$ cat src/rtl/palette_pkg.sv
// Shared definitions for the sprite palette RAM.
//   DEF_*            default parameter values for the palette blocks
//   rgb_t            packed {r,g,b} colour at the base 4-bit channel width
//   DEFAULT_PALETTE  reset contents of entries 0..4; entries 5 and up repeat entry 0
//   default_rgb()    reset colour for any palette index
package palette_pkg;

    localparam int DEF_IDX_W     = 4;
    localparam int DEF_CH_W      = 4;
    localparam int DEF_NUM_BANKS = 4;
    localparam int DEF_KEY_INDEX = 0;
    localparam int RGB_BASE_W    = 4;

    typedef struct packed {
        logic [RGB_BASE_W-1:0] r;
        logic [RGB_BASE_W-1:0] g;
        logic [RGB_BASE_W-1:0] b;
    } rgb_t;

    localparam rgb_t DEFAULT_PALETTE [5] = '{
        '{r: 4'hA, g: 4'hE, b: 4'hA},
        '{r: 4'h0, g: 4'h0, b: 4'hA},
        '{r: 4'hB, g: 4'h0, b: 4'hB},
        '{r: 4'hF, g: 4'hF, b: 4'hF},
        '{r: 4'hF, g: 4'h7, b: 4'h6}
    };

    function automatic rgb_t default_rgb(input int idx);
        rgb_t c;
        case (idx)
            1:       c = DEFAULT_PALETTE[1];
            2:       c = DEFAULT_PALETTE[2];
            3:       c = DEFAULT_PALETTE[3];
            4:       c = DEFAULT_PALETTE[4];
            default: c = DEFAULT_PALETTE[0];
        endcase
        return c;
    endfunction

endpackage

$ cat src/rtl/palette_cycle_ctrl.sv
// Colour-cycling controller: per-frame rotation offset and lookup index remap.
//   i_clk, i_rst_n          clock, async active-low reset
//   i_cycle_en              colour cycling enable
//   i_cycle_lo, i_cycle_hi  inclusive index range being rotated
//   i_frame_tick            one-cycle pulse per video frame
//   i_rd_index              requested (pre-remap) lookup index
//   o_eff_index             index actually used to address the palette
module palette_cycle_ctrl
    import palette_pkg::*;
#(
    parameter int IDX_W = DEF_IDX_W
) (
    input  logic             i_clk,
    input  logic             i_rst_n,
    input  logic             i_cycle_en,
    input  logic [IDX_W-1:0] i_cycle_lo,
    input  logic [IDX_W-1:0] i_cycle_hi,
    input  logic             i_frame_tick,
    input  logic [IDX_W-1:0] i_rd_index,
    output logic [IDX_W-1:0] o_eff_index
);

    logic [IDX_W-1:0] r_offset;

    // One extra bit so LEN = 2**IDX_W and lo + rel never wrap.
    logic [IDX_W:0] w_lo_x;
    logic [IDX_W:0] w_len;
    logic [IDX_W:0] w_off_inc;
    logic [IDX_W:0] w_rel;
    logic [IDX_W:0] w_rel_wrap;
    logic [IDX_W:0] w_sum;
    logic           w_active;
    logic           w_in_range;
    logic           w_unused_sum_msb;

    assign w_lo_x     = {1'b0, i_cycle_lo};
    assign w_len      = {1'b0, i_cycle_hi} - w_lo_x + (IDX_W+1)'(1);
    assign w_active   = i_cycle_en && (i_cycle_hi > i_cycle_lo);
    assign w_in_range = (i_rd_index >= i_cycle_lo) && (i_rd_index <= i_cycle_hi);
    assign w_off_inc  = {1'b0, r_offset} + (IDX_W+1)'(1);

    // rel < 2*LEN for in-range indices and offset < LEN, so one subtract suffices.
    assign w_rel      = {1'b0, i_rd_index} - w_lo_x + {1'b0, r_offset};
    assign w_rel_wrap = (w_rel >= w_len) ? (w_rel - w_len) : w_rel;
    assign w_sum      = w_lo_x + w_rel_wrap;
    assign w_unused_sum_msb = w_sum[IDX_W];

    assign o_eff_index = (w_active && w_in_range) ? w_sum[IDX_W-1:0] : i_rd_index;

    always_ff @(posedge i_clk or negedge i_rst_n) begin
        if (!i_rst_n) begin
            r_offset <= '0;
        end else if (!w_active) begin
            r_offset <= '0;
        end else if (i_frame_tick) begin
            // >= also recovers if the range shrank below the current offset.
            if (w_off_inc >= w_len) begin
                r_offset <= '0;
            end else begin
                r_offset <= w_off_inc[IDX_W-1:0];
            end
        end
    end

endmodule

$ cat src/rtl/sprite_palette_ram.sv
// Banked sprite palette with registered lookup, write-first bypass and colour cycling.
//   Clk, Reset_n                       clock, async active-low reset
//   rd_valid, rd_bank, rd_index        lookup request
//   out_valid, red, green, blue        lookup result, one cycle after the request
//   transparent                        request index equalled KEY_INDEX
//   wr_en, wr_bank, wr_index, wr_color palette write, wr_color = {R,G,B}
//   cycle_en, cycle_lo, cycle_hi       colour cycling range control
//   frame_tick                         per-frame pulse advancing the cycle offset
module sprite_palette_ram
    import palette_pkg::*;
#(
    parameter int IDX_W     = DEF_IDX_W,
    parameter int CH_W      = DEF_CH_W,
    parameter int NUM_BANKS = DEF_NUM_BANKS,
    parameter int KEY_INDEX = DEF_KEY_INDEX,
    localparam int BANK_W   = (NUM_BANKS > 1) ? $clog2(NUM_BANKS) : 1
) (
    input  logic                Clk,
    input  logic                Reset_n,
    input  logic                rd_valid,
    input  logic [BANK_W-1:0]   rd_bank,
    input  logic [IDX_W-1:0]    rd_index,
    output logic                out_valid,
    output logic [CH_W-1:0]     red,
    output logic [CH_W-1:0]     green,
    output logic [CH_W-1:0]     blue,
    output logic                transparent,
    input  logic                wr_en,
    input  logic [BANK_W-1:0]   wr_bank,
    input  logic [IDX_W-1:0]    wr_index,
    input  logic [3*CH_W-1:0]   wr_color,
    input  logic                cycle_en,
    input  logic [IDX_W-1:0]    cycle_lo,
    input  logic [IDX_W-1:0]    cycle_hi,
    input  logic                frame_tick
);

    localparam int DEPTH = 1 << IDX_W;

    logic [3*CH_W-1:0] r_mem [NUM_BANKS][DEPTH];
    logic              r_out_valid;
    logic [3*CH_W-1:0] r_color;
    logic              r_transparent;

    logic [IDX_W-1:0]  w_eff_index;
    logic              w_bypass;
    logic [3*CH_W-1:0] w_rd_color;

    // Reset colour widened to CH_W by shifting the 4-bit value into the MSBs.
    function automatic logic [3*CH_W-1:0] scaled_default(input int idx);
        rgb_t c;
        logic [CH_W-1:0] r, g, b;
        c = default_rgb(idx);
        r = CH_W'(c.r) << (CH_W - RGB_BASE_W);
        g = CH_W'(c.g) << (CH_W - RGB_BASE_W);
        b = CH_W'(c.b) << (CH_W - RGB_BASE_W);
        return {r, g, b};
    endfunction

    palette_cycle_ctrl #(
        .IDX_W (IDX_W)
    ) u_cycle_ctrl (
        .i_clk        (Clk),
        .i_rst_n      (Reset_n),
        .i_cycle_en   (cycle_en),
        .i_cycle_lo   (cycle_lo),
        .i_cycle_hi   (cycle_hi),
        .i_frame_tick (frame_tick),
        .i_rd_index   (rd_index),
        .o_eff_index  (w_eff_index)
    );

    always_ff @(posedge Clk or negedge Reset_n) begin
        if (!Reset_n) begin
            for (int b = 0; b < NUM_BANKS; b++) begin
                for (int i = 0; i < DEPTH; i++) begin
                    r_mem[b][i] <= scaled_default(i);
                end
            end
        end else if (wr_en) begin
            r_mem[wr_bank][wr_index] <= wr_color;
        end
    end

    // Write-first: a read hitting the entry being written sees the new colour.
    assign w_bypass   = wr_en && (wr_bank == rd_bank) && (wr_index == w_eff_index);
    assign w_rd_color = w_bypass ? wr_color : r_mem[rd_bank][w_eff_index];

    always_ff @(posedge Clk or negedge Reset_n) begin
        if (!Reset_n) begin
            r_out_valid   <= 1'b0;
            r_color       <= '0;
            r_transparent <= 1'b0;
        end else begin
            r_out_valid <= rd_valid;
            if (rd_valid) begin
                r_color       <= w_rd_color;
                r_transparent <= (rd_index == IDX_W'(KEY_INDEX));
            end
        end
    end

    assign out_valid   = r_out_valid;
    assign red         = r_color[3*CH_W-1 -: CH_W];
    assign green       = r_color[2*CH_W-1 -: CH_W];
    assign blue        = r_color[CH_W-1:0];
    assign transparent = r_transparent;

endmodule

$ cat config.mk
export PLATFORM = sky130hd
export DESIGN_NAME = sprite_palette_ram
export DESIGN_NICKNAME = d
export VERILOG_FILES = /design/src/rtl/palette_pkg.sv /design/src/rtl/palette_cycle_ctrl.sv /design/src/rtl/sprite_palette_ram.sv
export SDC_FILE = /design/constraint.sdc
export NUM_CORES = 1
export LEC_CHECK = 0
export ABC_CLOCK_PERIOD_IN_PS = 5850
export CORE_MARGIN = 8
export CORE_UTILIZATION = 57
export DETAILED_ROUTE_END_ITERATION = 6
export PLACE_DENSITY = 0.75
export SLEW_MARGIN = 40
export SYNTH_ARGS = -nofsm -noshare
export SYNTH_HDL_FRONTEND = slang
export SYNTH_SLANG_ARGS = --single-unit
$ cat constraint.sdc
create_clock -name Clk -period 5.85 [get_ports Clk]
set_input_delay 1.17 -clock Clk [delete_from_list [all_inputs] [get_ports Clk]]
set_output_delay 1.17 -clock Clk [all_outputs]
set_load 0.02 [all_outputs]
# Word-level counts from Yosys, hierarchy flattened
# Cells that the tools add are included.
[totals]
register_bits = 786
latchBits = 0
mem_bits_rw = 0
mem_bits_ro = 0
in_bits = 38
out_inout_bits = 14
word_cells = 118
memories = 0
[classes]
addsub = 7
mul = 0
div_mod_pow = 0
order_cmp = 11
n_eq_ne = 3
shift = 0
mux = 17
bitwise_logic = 4
n_reduce_logical = 8
[ops]
columns = ["op", "count"]
rows = [
  ["768-bit bitwise mux", 1],
  ["192-bit two-way mux", 3],
  ["192-bit binary-select mux with 2-bit select", 1],
  ["192-bit demux with 2-bit select", 1],
  ["12-bit binary-select mux with 4-bit select", 1],
  ["12-bit demux with 4-bit select", 1],
  ["12-bit two-way mux", 4],
  ["4-bit two-way mux", 5],
  ["5-bit greater-or-equal comparator", 2],
  ["5-bit greater-or-equal comparator, second input constant", 2],
  ["4-bit inverter with 5-bit output", 2],
  ["4-bit by 4-bit subtractor with 5-bit output", 2],
  ["1-bit logical AND", 7],
  ["3-bit greater-or-equal comparator, second input constant", 2],
  ["2-bit inverter with 3-bit output", 2],
  ["4-bit by 1-bit adder with 5-bit output, second input constant", 1],
  ["5-bit by 1-bit adder with 5-bit output, second input constant", 1],
  ["5-bit by 4-bit adder with 5-bit output", 1],
  ["5-bit by 1-bit less-than comparator with 1-bit output, second input constant", 1],
  ["4-bit adder", 1],
  ["4-bit equality test", 1],
  ["4-bit greater-or-equal comparator", 1],
  ["4-bit > comparator", 1],
  ["4-bit less-or-equal comparator", 1],
  ["other kinds (5)", 5],
]

# Longest topological paths before layout
[depth]
word_depth = 11
depth_mapped = 27
depth_no_buf = 26

# By module
# Synthesis repeated with hierarchy kept, for this count alone.
[unflattened]
cells_unflattened = 2675
hier_area_um2 = 38197.9
[by_module_without_submodules]
columns = ["module", "n_inst", "cells_each", "area_per_inst_um2", "seq_area_each_um2"]
rows = [
  ["sprite_palette_ram", 1, 2504, 36731.5, 20134.3],
  ["palette_cycle_ctrl", 1, 171, 1466.4, 100.1],
]

# Worst setup path before layout
# No wires, ideal clock.
[synth_path]
path_kind = "in2reg"
start = "input rd_index[1]"
end = "register r_color[10]"
setup_ns = 0.126
arrival_time_ns = 6.591
required_ns = 5.724
setup_slack_ns = -0.867
stages = 23
path_buffers = 2
cell_sequence = "inv_1 -> fa_1 -> inv_1 -> fa_1 -> a21o_1 -> a21oi_1 -> xnor2_1 -> ha_1 -> a21o_1 -> a21oi_1 -> mux2_2 -> ha_1 -> a21o_1 -> a21oi_1 -> xnor2_1 -> or4_1 -> a31o_4 -> xnor2_1 -> or4_1 -> buf_2 -> and2_1 -> buf_6 -> a221o_1"
[synth_via]
elab_chain_cells = 11
elab_cells_between_ends = 18
classes_between = "4 x add/sub; 3 x order compare; 1 x eq/ne; 6 x mux; 1 x bitwise; 3 x reduce/logical"
[synth_lines]
columns = ["element", "line_no", "rtl"]
rows = [
  ["start, declared", "sprite_palette_ram.sv:22", "input logic [IDX_W-1:0] rd_index,"],
  ["4-bit by 4-bit subtractor with 5-bit output", "palette_cycle_ctrl.sv:43", "assign w_rel = {1'b0, i_rd_index} - w_lo_x + {1'b0, r_offset};"],
  ["5-bit by 4-bit adder with 5-bit output", "palette_cycle_ctrl.sv:43", ""],
  ["4-bit subtractor or 5-bit greater-or-equal comparator (tied branches)", "palette_cycle_ctrl.sv:44", "assign w_rel_wrap = (w_rel >= w_len) ? (w_rel - w_len) : w_rel;"],
  ["4-bit two-way mux", "palette_cycle_ctrl.sv:44", ""],
  ["4-bit adder", "palette_cycle_ctrl.sv:45", "assign w_sum = w_lo_x + w_rel_wrap;"],
  ["4-bit two-way mux (*)", "palette_cycle_ctrl.sv:48", "assign o_eff_index = (w_active && w_in_range) ? w_sum[IDX_W-1:0] : i_rd_index;"],
  ["4-bit inverter with 5-bit output (not written as such)", "sprite_palette_ram.sv:87", "assign w_rd_color = w_bypass ? wr_color : r_mem[rd_bank][w_eff_index];"],
  ["12-bit binary-select mux with 4-bit select", "sprite_palette_ram.sv:87", ""],
  ["12-bit two-way mux (not written as such) (2 in series)", "sprite_palette_ram.sv:87", ""],
  ["12-bit two-way mux (*)", "sprite_palette_ram.sv:87", ""],
  ["end signal, assigned", "sprite_palette_ram.sv:97", "r_color <= w_rd_color;"],
  ["end, declared", "sprite_palette_ram.sv:42", "logic [3*CH_W-1:0] r_color;"],
]
# Mark *: on every way between the ends. The rest lies on a longest branch, timed or not. The select of a mux whose other input is x is not followed.
# A chain may end at the register's enable or synchronous reset.

# Worst setup path after layout
[layout_path]
start = "input cycle_lo[1]"
end = "register r_color[2]"
[layout_via]
elab_chain_cells = 11
elab_cells_between_ends = 21
classes_between = "6 x add/sub; 3 x order compare; 1 x eq/ne; 6 x mux; 1 x bitwise; 4 x reduce/logical"
[layout_lines]
columns = ["element", "line_no", "rtl"]
rows = [
  ["start, declared", "sprite_palette_ram.sv:33", "input logic [IDX_W-1:0] cycle_lo,"],
  ["4-bit by 4-bit subtractor with 5-bit output, on equally long branches", "palette_cycle_ctrl.sv:43, palette_cycle_ctrl.sv:37", ""],
  ["5-bit by 4-bit adder with 5-bit output or 5-bit by 1-bit adder with 5-bit output (tied branches)", "palette_cycle_ctrl.sv:43, palette_cycle_ctrl.sv:37", ""],
  ["4-bit subtractor or 5-bit greater-or-equal comparator (tied branches)", "palette_cycle_ctrl.sv:44", ""],
  ["4-bit two-way mux", "palette_cycle_ctrl.sv:44", ""],
  ["4-bit adder", "palette_cycle_ctrl.sv:45", ""],
  ["4-bit two-way mux (*)", "palette_cycle_ctrl.sv:48", ""],
  ["4-bit inverter with 5-bit output (not written as such)", "sprite_palette_ram.sv:87", ""],
  ["12-bit binary-select mux with 4-bit select", "sprite_palette_ram.sv:87", ""],
  ["12-bit two-way mux (not written as such) (2 in series)", "sprite_palette_ram.sv:87", ""],
  ["12-bit two-way mux (*)", "sprite_palette_ram.sv:87", ""],
]
# Marks and branches as above.

==> impl_metrics.csv <==
group,metric,value,unit
placement,numPortBuffers,51,
route,ant_nets,0,
finish,drive_above_1_share,59.0,%
run_status,violations,"DRC",
die,dieArea,0.0770,mm²
yosys,ys_types,78,
critical_path,critPathRequiredTime,6.36,ns
route,post_drt_via_cell_ratio,6.68,
critical_path,cp_max_fo,7,
grt,grt_antenna_before_repair,2,
yosys,syn-cell-area,0.0390,mm²
grt,grt_pass1_wl,175000,µm
timing,rsz0062_at_grt,"yes",
critical_path,start_kind,"input pin",
finish,n_fill_cell,4784,
critical_path,critical_path.top_delay_family,"adder cells",
critical_path,cp-end-kind,"flop",
timing,finalCritPeriodShare,98.0,%
critical_path,path_buf_inv,5,
die,start_util,57.2,%
clock_network,cts_htree_levels,3,
clock_network,cts.path.max_buffers,3,
timing,worstMarginPinSlew,0.880,ns
die,io_pins,52,
yosys,synth_warnings,0,
critical_path,crit_arrival,6.24,ns
yosys,ys_ff_latch,786,
clock_network,numCtsBuffers,83,
die,die_y,277,µm
pwr,ir_drop,0.259,mV
yosys,ys_seq_area_share,51.9,%
route,wl_per_cell,28.4,µm
placement,dp_hpwl,74300,µm
route,dr.pass1.iters,7,
placement,placed_cells,3842,
pwr,power,15.5,mW
placement,globalplace.congestion,1.02,
yosys,synthCells,2942,
timing,final_max_slew_viol_count,0,
yosys,synth_flop_cell,"dfstp_2",
clock_network,root_buffer,"clkbuf_16",
grt,first_global_vias,27978,
yosys,synth_top_cell_area_share,30.5,%
pwr,p_leak,19.3,nW
yosys,ys_async_sr_fraction,100,%
clock_network,cts_tree,"done",
grt,track_usage,29.3,%
timing,maxClockFrequency,0.174,GHz
clock_network,clock-sinks,786,
yosys,syn_nets,3024,
run,maxCapViolations,0,
placement,dp_slack,-1.29,ns
grt,grt_overflow,0,
route,vias,26814,
timing,finalClockSkew,0.0395,ns
min_path,hp-class,"in -> async",
critical_path,crit_slowest_cell,"fa_1",
yosys,synth_edf_count,0,
run_status,status,"finished with violations",
critical_path,max_stage_delay,0.55,ns
pwr,powerDensity,344,mW/mm²
timing,setup_viol,0,
finish,area_delta_synth_final,15.5,%
finish,fin_util,66.1,%
yosys,synth_area_leaders,"dfstp_2 (30%), mux2_2 (22%), dfrtp_1 (21%)",
route,drtIter0Drc,2737,
timing,period_needed,5.73,ns
timing,finalHoldViolations,0,
yosys,syn-mean-instance-area,13.2,µm²
timing,slew_headroom,41.2,%
critical_path,path_class,"in -> reg",
timing,timing.final.ws_setup,0.119,ns
route,routed_wl,114000,µm
finish,fin_cells,4016,
clock_network,clk_latency,0.66,ns
clock_network,path_clk_slew,0.06,ns
die,fp-row-count,96,
route,drc,1,
finish,nets,3144,
yosys,synth_top_cell_by_area,"dfstp_2",
die,die_w,277,µm
grt,grt_max_degree,161,
finish,final_area,0.0450,mm²
die,core,0.0681,mm²
placement,placed_area,0.0416,mm²
kinds of logic after synthesis:
logic type	share of synthesized area [%]
DFF	51.9
buffers and inverters	3.24
and+or+nand+nor	5.34
adders and majority gates	1.57
AOI/OAI and AO/OA	7.42
muxes	30.1
xor gates and xnor gates	0.379
layout by cell type (no fill, tap or decap), drive strengths merged, types with 9 or more instances in the layout:
master	instances
mux2	773
dfstp	452
dfrtp	334
buf	274
nand2	160
clkbuf	135
mux4	103
nor2	95
mux2i	71
o21ai	60
o22ai	52
a211oi	52
a21oi	51
inv	43
o221ai	42
ha	36
and3	32
nor3	29
clkdlybuf4s50	26
a31oi	26
nand3	24
nand4	19
clkinv	18
o31ai	15
or2	13
a32oi	12
a221oi	12
o211ai	11
xnor2	11
nand2b	11
a2111oi	11
a32o	10
o311ai	9
per-stage QoR:
stage                     setup TNS (ns)  hold WS [ns]
after floorplan                    -1.39         0.474
after global placement            -12.59         0.481
after detailed placement          -13.42         0.490
after CTS                              0         0.502
after global routing              -0.321         0.445
final                                  0         0.443
state kept, by name, summed over array words and instances (netlist names):
| signal | count |
|---|---|
| out_valid | 1 |
| r_mem | 768 |
| r_color | 12 |
| u_cycle_ctrl.r_offset | 4 |
| transparent | 1 |
what timing repair did:
| action | CTS | global route |
|---|---|---|
| hold buffers | 0 | 0 |
| endpoints found under the setup margin | 12 | 12 |
| pin swaps | 14 | 38 |
| endpoints found under the hold margin | 0 | 0 |
| buffers inserted | 7 | 6 |
| gates cloned | 1 | 1 |
| gates resized for setup | 67 | 69 |
final timing paths:
kind                                                from          to  slack (ns)  depth (start not counted)
worst max-delay path                         cycle_lo[1]  r_color[2]        0.12                         26
worst max register to register  u_cycle_ctrl.r_offset[1]  r_color[2]        0.30                         26
worst min register to register                r_mem[372]  r_mem[372]        0.50                          1
max in group asynchronous                        Reset_n  r_mem[213]        3.77                          4
min in group Clk                              r_mem[372]  r_mem[372]        0.50                          1
worst min-delay path                             Reset_n  r_mem[458]        0.44                          1
area by class of cell:
cell class              count  area (µm²)  share of cell area, %
flip-flops and latches    786       20200                   44.9
repair buffers            309        2740                   6.09
clock inverters            25         307                  0.681
clock buffers             131        2470                   5.48
well taps                 882        1100                   2.45
diodes                      1        2.50                0.00556
inverters                  40         150                  0.334
multi-input cells        1842       18000                   40.0
power by group:
| part | internal, mW | total (mW) | leakage (nW) | switching (mW) |
|---|---|---|---|---|
| sequential | 6.47 | 6.92 | 9.12 | 0.448 |
| clock | 3.10 | 5.35 | 1.37 | 2.25 |
| combinational | 1.58 | 3.23 | 8.84 | 1.65 |
| total | 11.1 | 15.5 | 19.3 | 4.35 |
metal layers:
layer,vias to the layer above,routed length [µm],part of all wire (%),GRT usage [%]
met5,-,13,0.011,0
met4,2,6710,5.9,14.8
met3,380,9060,8.0,6.44
met2,1278,53000,46,46.0
met1,13956,45200,40,38.5
li1,11198,-,-,-
cells in the mapped netlist (11+ instances only):
cell type	n
nor3_1	28
a221oi_1	12
o31ai_1	13
buf_1	14
nand2b_1	11
clkbuf_1	218
dfstp_2	452
o22ai_1	52
buf_2	32
a31oi_1	26
nand3_1	23
or2_2	12
nor2_1	95
mux2i_1	70
nand2_1	159
a21oi_1	48
a2111oi_0	11
o21ai_0	60
mux4_2	103
and3_1	32
a211oi_1	52
inv_1	38
a32oi_1	12
dfrtp_1	334
ha_1	36
o221ai_1	41
nand4_1	18
mux2_2	773
o211ai_1	11
Note: power is estimated with default switching activity, not from simulation.
==> RTL edit 1: new RTL, same flow settings <==
Remove the register `r_out_valid`: a continuous assignment takes its place, so the output `out_valid` follows one clock earlier.
--- a/src/rtl/sprite_palette_ram.sv
+++ b/src/rtl/sprite_palette_ram.sv
@@ -88,17 +88,17 @@
 
     always_ff @(posedge Clk or negedge Reset_n) begin
         if (!Reset_n) begin
-            r_out_valid   <= 1'b0;
             r_color       <= '0;
             r_transparent <= 1'b0;
         end else begin
-            r_out_valid <= rd_valid;
             if (rd_valid) begin
                 r_color       <= w_rd_color;
                 r_transparent <= (rd_index == IDX_W'(KEY_INDEX));
             end
         end
     end
+
+    assign r_out_valid = rd_valid;
 
     assign out_valid   = r_out_valid;
     assign red         = r_color[3*CH_W-1 -: CH_W];
Check against the original RTL: not equivalent (a bounded check fails within 4 cycles, from zero or initial values and one cycle with Reset_n low).
==> RTL edit 1 against the unedited design <==
- count of clock-buffer cells in the layout up 2
- wire length grew 1.2%
- synthesized cell count unchanged
- total power grew 0.99%
- worst setup slack got worse by 44 ps
- synthesized area is essentially flat
- cell area increased by 1.1%
- first-iteration DRC count increased by 4.7%
- critical path depth grew 1
- sequential cell count is 1 lower
- critical path type unchanged
- highest routed layer is now met4
==> RTL edit 1: results (changes against the unedited design) <==
* Synth Area in XOR/XNOR at 0.379% (about the same)
* Final setup skew at 21.7 ps (-17.8 ps)
* DP Wirelength at 75200 um (+1.3%)
* Worst reg2reg setup slack at 270 ps (-30 ps)
* Antenna violations before repair at 1 (-1)
* DR pass1 iterations at 6 (-1)
* Placed Cells at 3855 (+0.34%)
* Longest Clk Path Bufs at 3 (unchanged)
* Ranking of synthesized cells by area: dfstp_2, mux2_2, dfrtp_1
* Number of global-route vias before repair at 28038 (+0.21%)
* Hold_ws at 470 ps (+27.6 ps)
* Critical Path Sink: r_color[1]
* Slowest CP cell: fa_2
* Post-synth top cells: mux2_2, dfstp_2, dfrtp_1
* Fill cells at 4769 (-0.31%)
* Number of port buffers at 51 (unchanged)
* Placed Area at 41700 um^2 (+0.45%)
* Share of cells above drive strength 1 at 60.4% (+1.4 points)
* Distinct cells, synth at 78 (unchanged)
* Worst skew pair latency at 640 ps (-20 ps)
* GP Congestion at 0.978 (-4.2%)
* Yosys top cell area share at 30.5% (about the same)
* RR Startpoint: u_cycle_ctrl.r_offset[1]
* Initial DRC Count at 2866 (+4.7%)
* Synth Area in Adders at 1.57% (about the same)
* Syn nets at 3024 (unchanged)
* H-tree Lvls at 3 (unchanged)
* Mux contribution to synthesized area at 30.1% (about the same)
* Synth warn at 0 (unchanged)
* Status: finished, final reports clean
* Sequential share of the synthesized area at 51.9% (about the same)
* Worst Path Max Fanout at 9 (+2)
* Clock root cell: clkbuf_16
* CP top delay family: compound AO/OA/AOI/OAI gates
* Leakage Power at 19.5 nW (+1.1%)
* Vias/cell at 6.68 (+0.11%)
* GRT Overall Usage at 29.6% (+0.23 points)
* Max cap viols at 0 (unchanged)
* Area fraction in compound gates after synthesis at 7.42% (about the same)
* Total routed wirelength at 115000 um (+1.2%)
* R2R cell count at 27 (+3.8%)
* Final-stage net count at 3168 (+0.76%)
* CTS buffer count at 84 (+1.2%)
* Largest stage delay on the critical path at 480 ps (-70 ps)
* Measured slew at the worst slew-check pin at 893 ps (+13.0 ps)
* Routed len/inst at 28.5 um (+0.53%)
* Max Clk Rate at 173 MHz (-0.76%)
* CP Launch Point: cycle_lo[2]
* VDD IR max at 0.240 mV (-7.2%)
* First-pass GRT wire length at 176000 um (+0.22%)
* Relative slew margins at 40.3% (-0.87 points)
* Largest net degree at the start of global routing at 143 (-11%)
* WP data arrival at 6350 ps (+110 ps)
-- RTL edit 1: changes by cell type in the layout (fill, tap and decap cells not counted), moves of 6 or more --
cell	delta
buf_12	+9
buf_4	+19
clkbuf_1	-9
a211oi_2	+6
clkbuf_8	+10
a211oi_1	-6
-- RTL edit 1: area by class of cell --
cell class                 instances  share of cell area (%)
multi-input combinational       1842                    39.8
clock inverter                    25                   0.632
tap                              882                    2.42
timing repair buffer             333                    6.69
antenna                            3                  0.0165
inverter                          40                   0.341
sequential                       785                    44.4
clock buffer                     133                    5.70
-- RTL edit 1: metrics by stage --
stage               util (%)  TNS (ps)  power [W]  setup WS (ps)
floorplan                  -     -1390    0.00862           -248
finish                  66.9         0     0.0157           75.1
global placement        61.2    -12300    0.00977          -1390
global route            66.8      -734     0.0162           -133
CTS                     66.0     -85.4     0.0155          -50.6
detailed placement      61.3    -12620    0.00994          -1290
-- RTL edit 1: power breakdown --
group          switching [W]  internal, W
combinational        0.00167      0.00165
clock                0.00222      0.00320
sequential          0.000448      0.00646
total                0.00434       0.0113
-- RTL edit 1: per-layer routing --
layer	vias up	wire length [um]	GRT usage, %
met2	1297	55200	47.8
li1	11257	-	-
met3	353	8590	5.85
met1	14118	45400	38.2
met5	-	0	0
met4	0	6100	14.2
-- RTL edit 1: cells by family (layout without fill, tap and decap cells) --
group	count (synthesis)	count (layout)
DFF	785	785
other	0	3
adders and majority gates	44	44
AOI/OAI and AO/OA	406	406
and+or+nand+nor	429	429
xor gates and xnor gates	16	16
buffers and inverters	315	531
muxes	947	947
-- RTL edit 1: timing repair --
action,4_1_cts,5_1_grt
resized for setup,67,89
buffers inserted,18,5
cloned,0,2
setup endpoints to repair,12,12
pin swaps,20,36
==> RTL edit 2: new RTL, config.mk and constraints unchanged <==
Made on the original files. Change the package constant `DEF_CH_W` from 4 to 6.
--- a/src/rtl/palette_pkg.sv
+++ b/src/rtl/palette_pkg.sv
@@ -6,7 +6,7 @@
 package palette_pkg;
 
     localparam int DEF_IDX_W     = 4;
-    localparam int DEF_CH_W      = 4;
+    localparam int DEF_CH_W      = 6;
     localparam int DEF_NUM_BANKS = 4;
     localparam int DEF_KEY_INDEX = 0;
     localparam int RGB_BASE_W    = 4;
Interface: changed (resized blue, green, red and wr_color); port bits go from 52 to 64. No check against the original RTL was run, so the function may have changed too.
==> RTL edit 2 against the unedited design <==
- register-to-register slack worse by 130 ps
- synthesized area grew 44%
- sequential cell count grew 390
- total power increased by 44%
- wire length is 41% higher
- first-iteration DRC count rose by 33%
- cell area is 43% higher
- worst setup slack worse by 64 ps
==> RTL edit 2: results (changes against the unedited design) <==
* Non-clk invs at 61 (+53%)
* Distinct cells, synth at 84 (+7.7%)
* Non-clk bufs at 389 (+26%)
* CP Launch Point: rd_index[1]
* R2R cell count at 24 (-7.7%)
* Ranking of synthesized cells by area: dfrtp_1, mux2_2, dfstp_2
* #MultiIn Comb at 2513 (+36%)
* Multi-input combinational area share at 38.5% (-1.5 points)
* Biggest regs: r_mem x1152, r_color x18, u_cycle_ctrl.r_offset x4
* Leakage Power at 28.5 nW (+48%)
* Antenna violations before repair at 5 (+3)
* Final setup skew at 33.4 ps (-6.11 ps)
* Largest net degree at the start of global routing at 135 (-16%)
* Placed Area at 59800 um^2 (+44%)
* Power Dens Cells at 347 nW/um^2 (+0.93%)
* Fill cells at 7019 (+47%)
* Number of global-route vias before repair at 37181 (+33%)
* Final-stage net count at 4346 (+38%)
* Final clock-cell share at 6.40% (+0.24 points)
* Finished Core Util at 65.8% (-0.31 points)
* CLK BUF at 189 (+44%)
* Share of cells above drive strength 1 at 54.0% (-5.0 points)
* CTS buffer count at 117 (+41%)
* Sequential share of cell area at 46.6% (+1.6 points)
* Worst Path Max Fanout at 8 (+1)
* Area grow syn2layout at 14.9%
* Non-clock buffer share at 5.67% (-0.42 points)
* Post-synth top cells: mux2_2, dfrtp_1, dfstp_2
* Largest stage delay on the critical path at 590 ps (+40 ps)
* Measured slew at the worst slew-check pin at 912 ps (+31.6 ps)
* DP Wirelength at 102000 um (+37%)
* WP data arrival at 6400 ps (+160 ps)
* GRT Overall Usage at 29.5% (+0.13 points)
* GP Congestion at 0.956 (-6.4%)
* Syn nets at 4234 (+40%)
* VDD IR max at 0.290 mV (+12%)
* Vias/cell at 6.48 (-3.0%)
* Hold_ws at 469 ps (+26.4 ps)
* Worst reg2reg setup slack at 170 ps (-130 ps)
* Inserted Diodes at 3 (+2)
* Seq cells post-synth at 1176 (+50%)
* Initial DRC Count at 3648 (+33%)
* Status: finished, final reports clean
* Total routed wirelength at 160000 um (+41%)
-- RTL edit 2: logic make-up after synthesis --
family                   share of synthesized area (%)
AO/OA/AOI/OAI                                     6.96
XOR/XNOR                                         0.234
adder cells (fa/ha/maj)                           1.09
buffers and inverters                             3.24
flip-flops                                        53.5
multiplexers                                      30.7
AND/OR/NAND/NOR                                   4.26
-- RTL edit 2: how the worst min path moves through the flow --
stage,start,to,cells past startpoint
final,Reset_n,r_mem[858],1
after global routing,r_mem[861],r_mem[861],2
after CTS,Reset_n,r_mem[282],1
after detailed placement,r_mem[109],r_mem[109],2
after global placement,r_mem[109],r_mem[109],2
after floorplan,r_mem[343],r_mem[343],2
-- RTL edit 2: layer usage --
metal,global-route usage (%),up-vias,share of wire [%]
met5,0,-,0.0044
met3,6.41,318,7.9
li1,-,15506,-
met2,44.5,1418,45
met1,41.9,19374,43
met4,11.1,2,4.1
-- RTL edit 2: per-stage QoR --
step	setup WS, ps	cells	total power, W
after global placement	-966	5411	0.0142
after global routing	-46.7	5650	0.0232
final	55.0	5653	0.0224
after CTS	22.1	5639	0.0223
after floorplan	-83.2	4146	0.0125
after detailed placement	-966	5414	0.0144
-- RTL edit 2: report_power, final --
| part | switching, W | leakage [nW] | total, W | internal, W |
|---|---|---|---|---|
| sequential | 0.000602 | 14.3 | 0.0101 | 0.00953 |
| clock | 0.00328 | 2.02 | 0.00792 | 0.00464 |
| combinational | 0.00218 | 12.2 | 0.00431 | 0.00213 |
-- RTL edit 2: timing repair --
item | in CTS | in global routing
setup buffers | 0 | 9
pin swaps | 6 | 38
cloned | 1 | 2
gates resized for setup | 17 | 61
endpoints found under the setup margin | 18 | 18
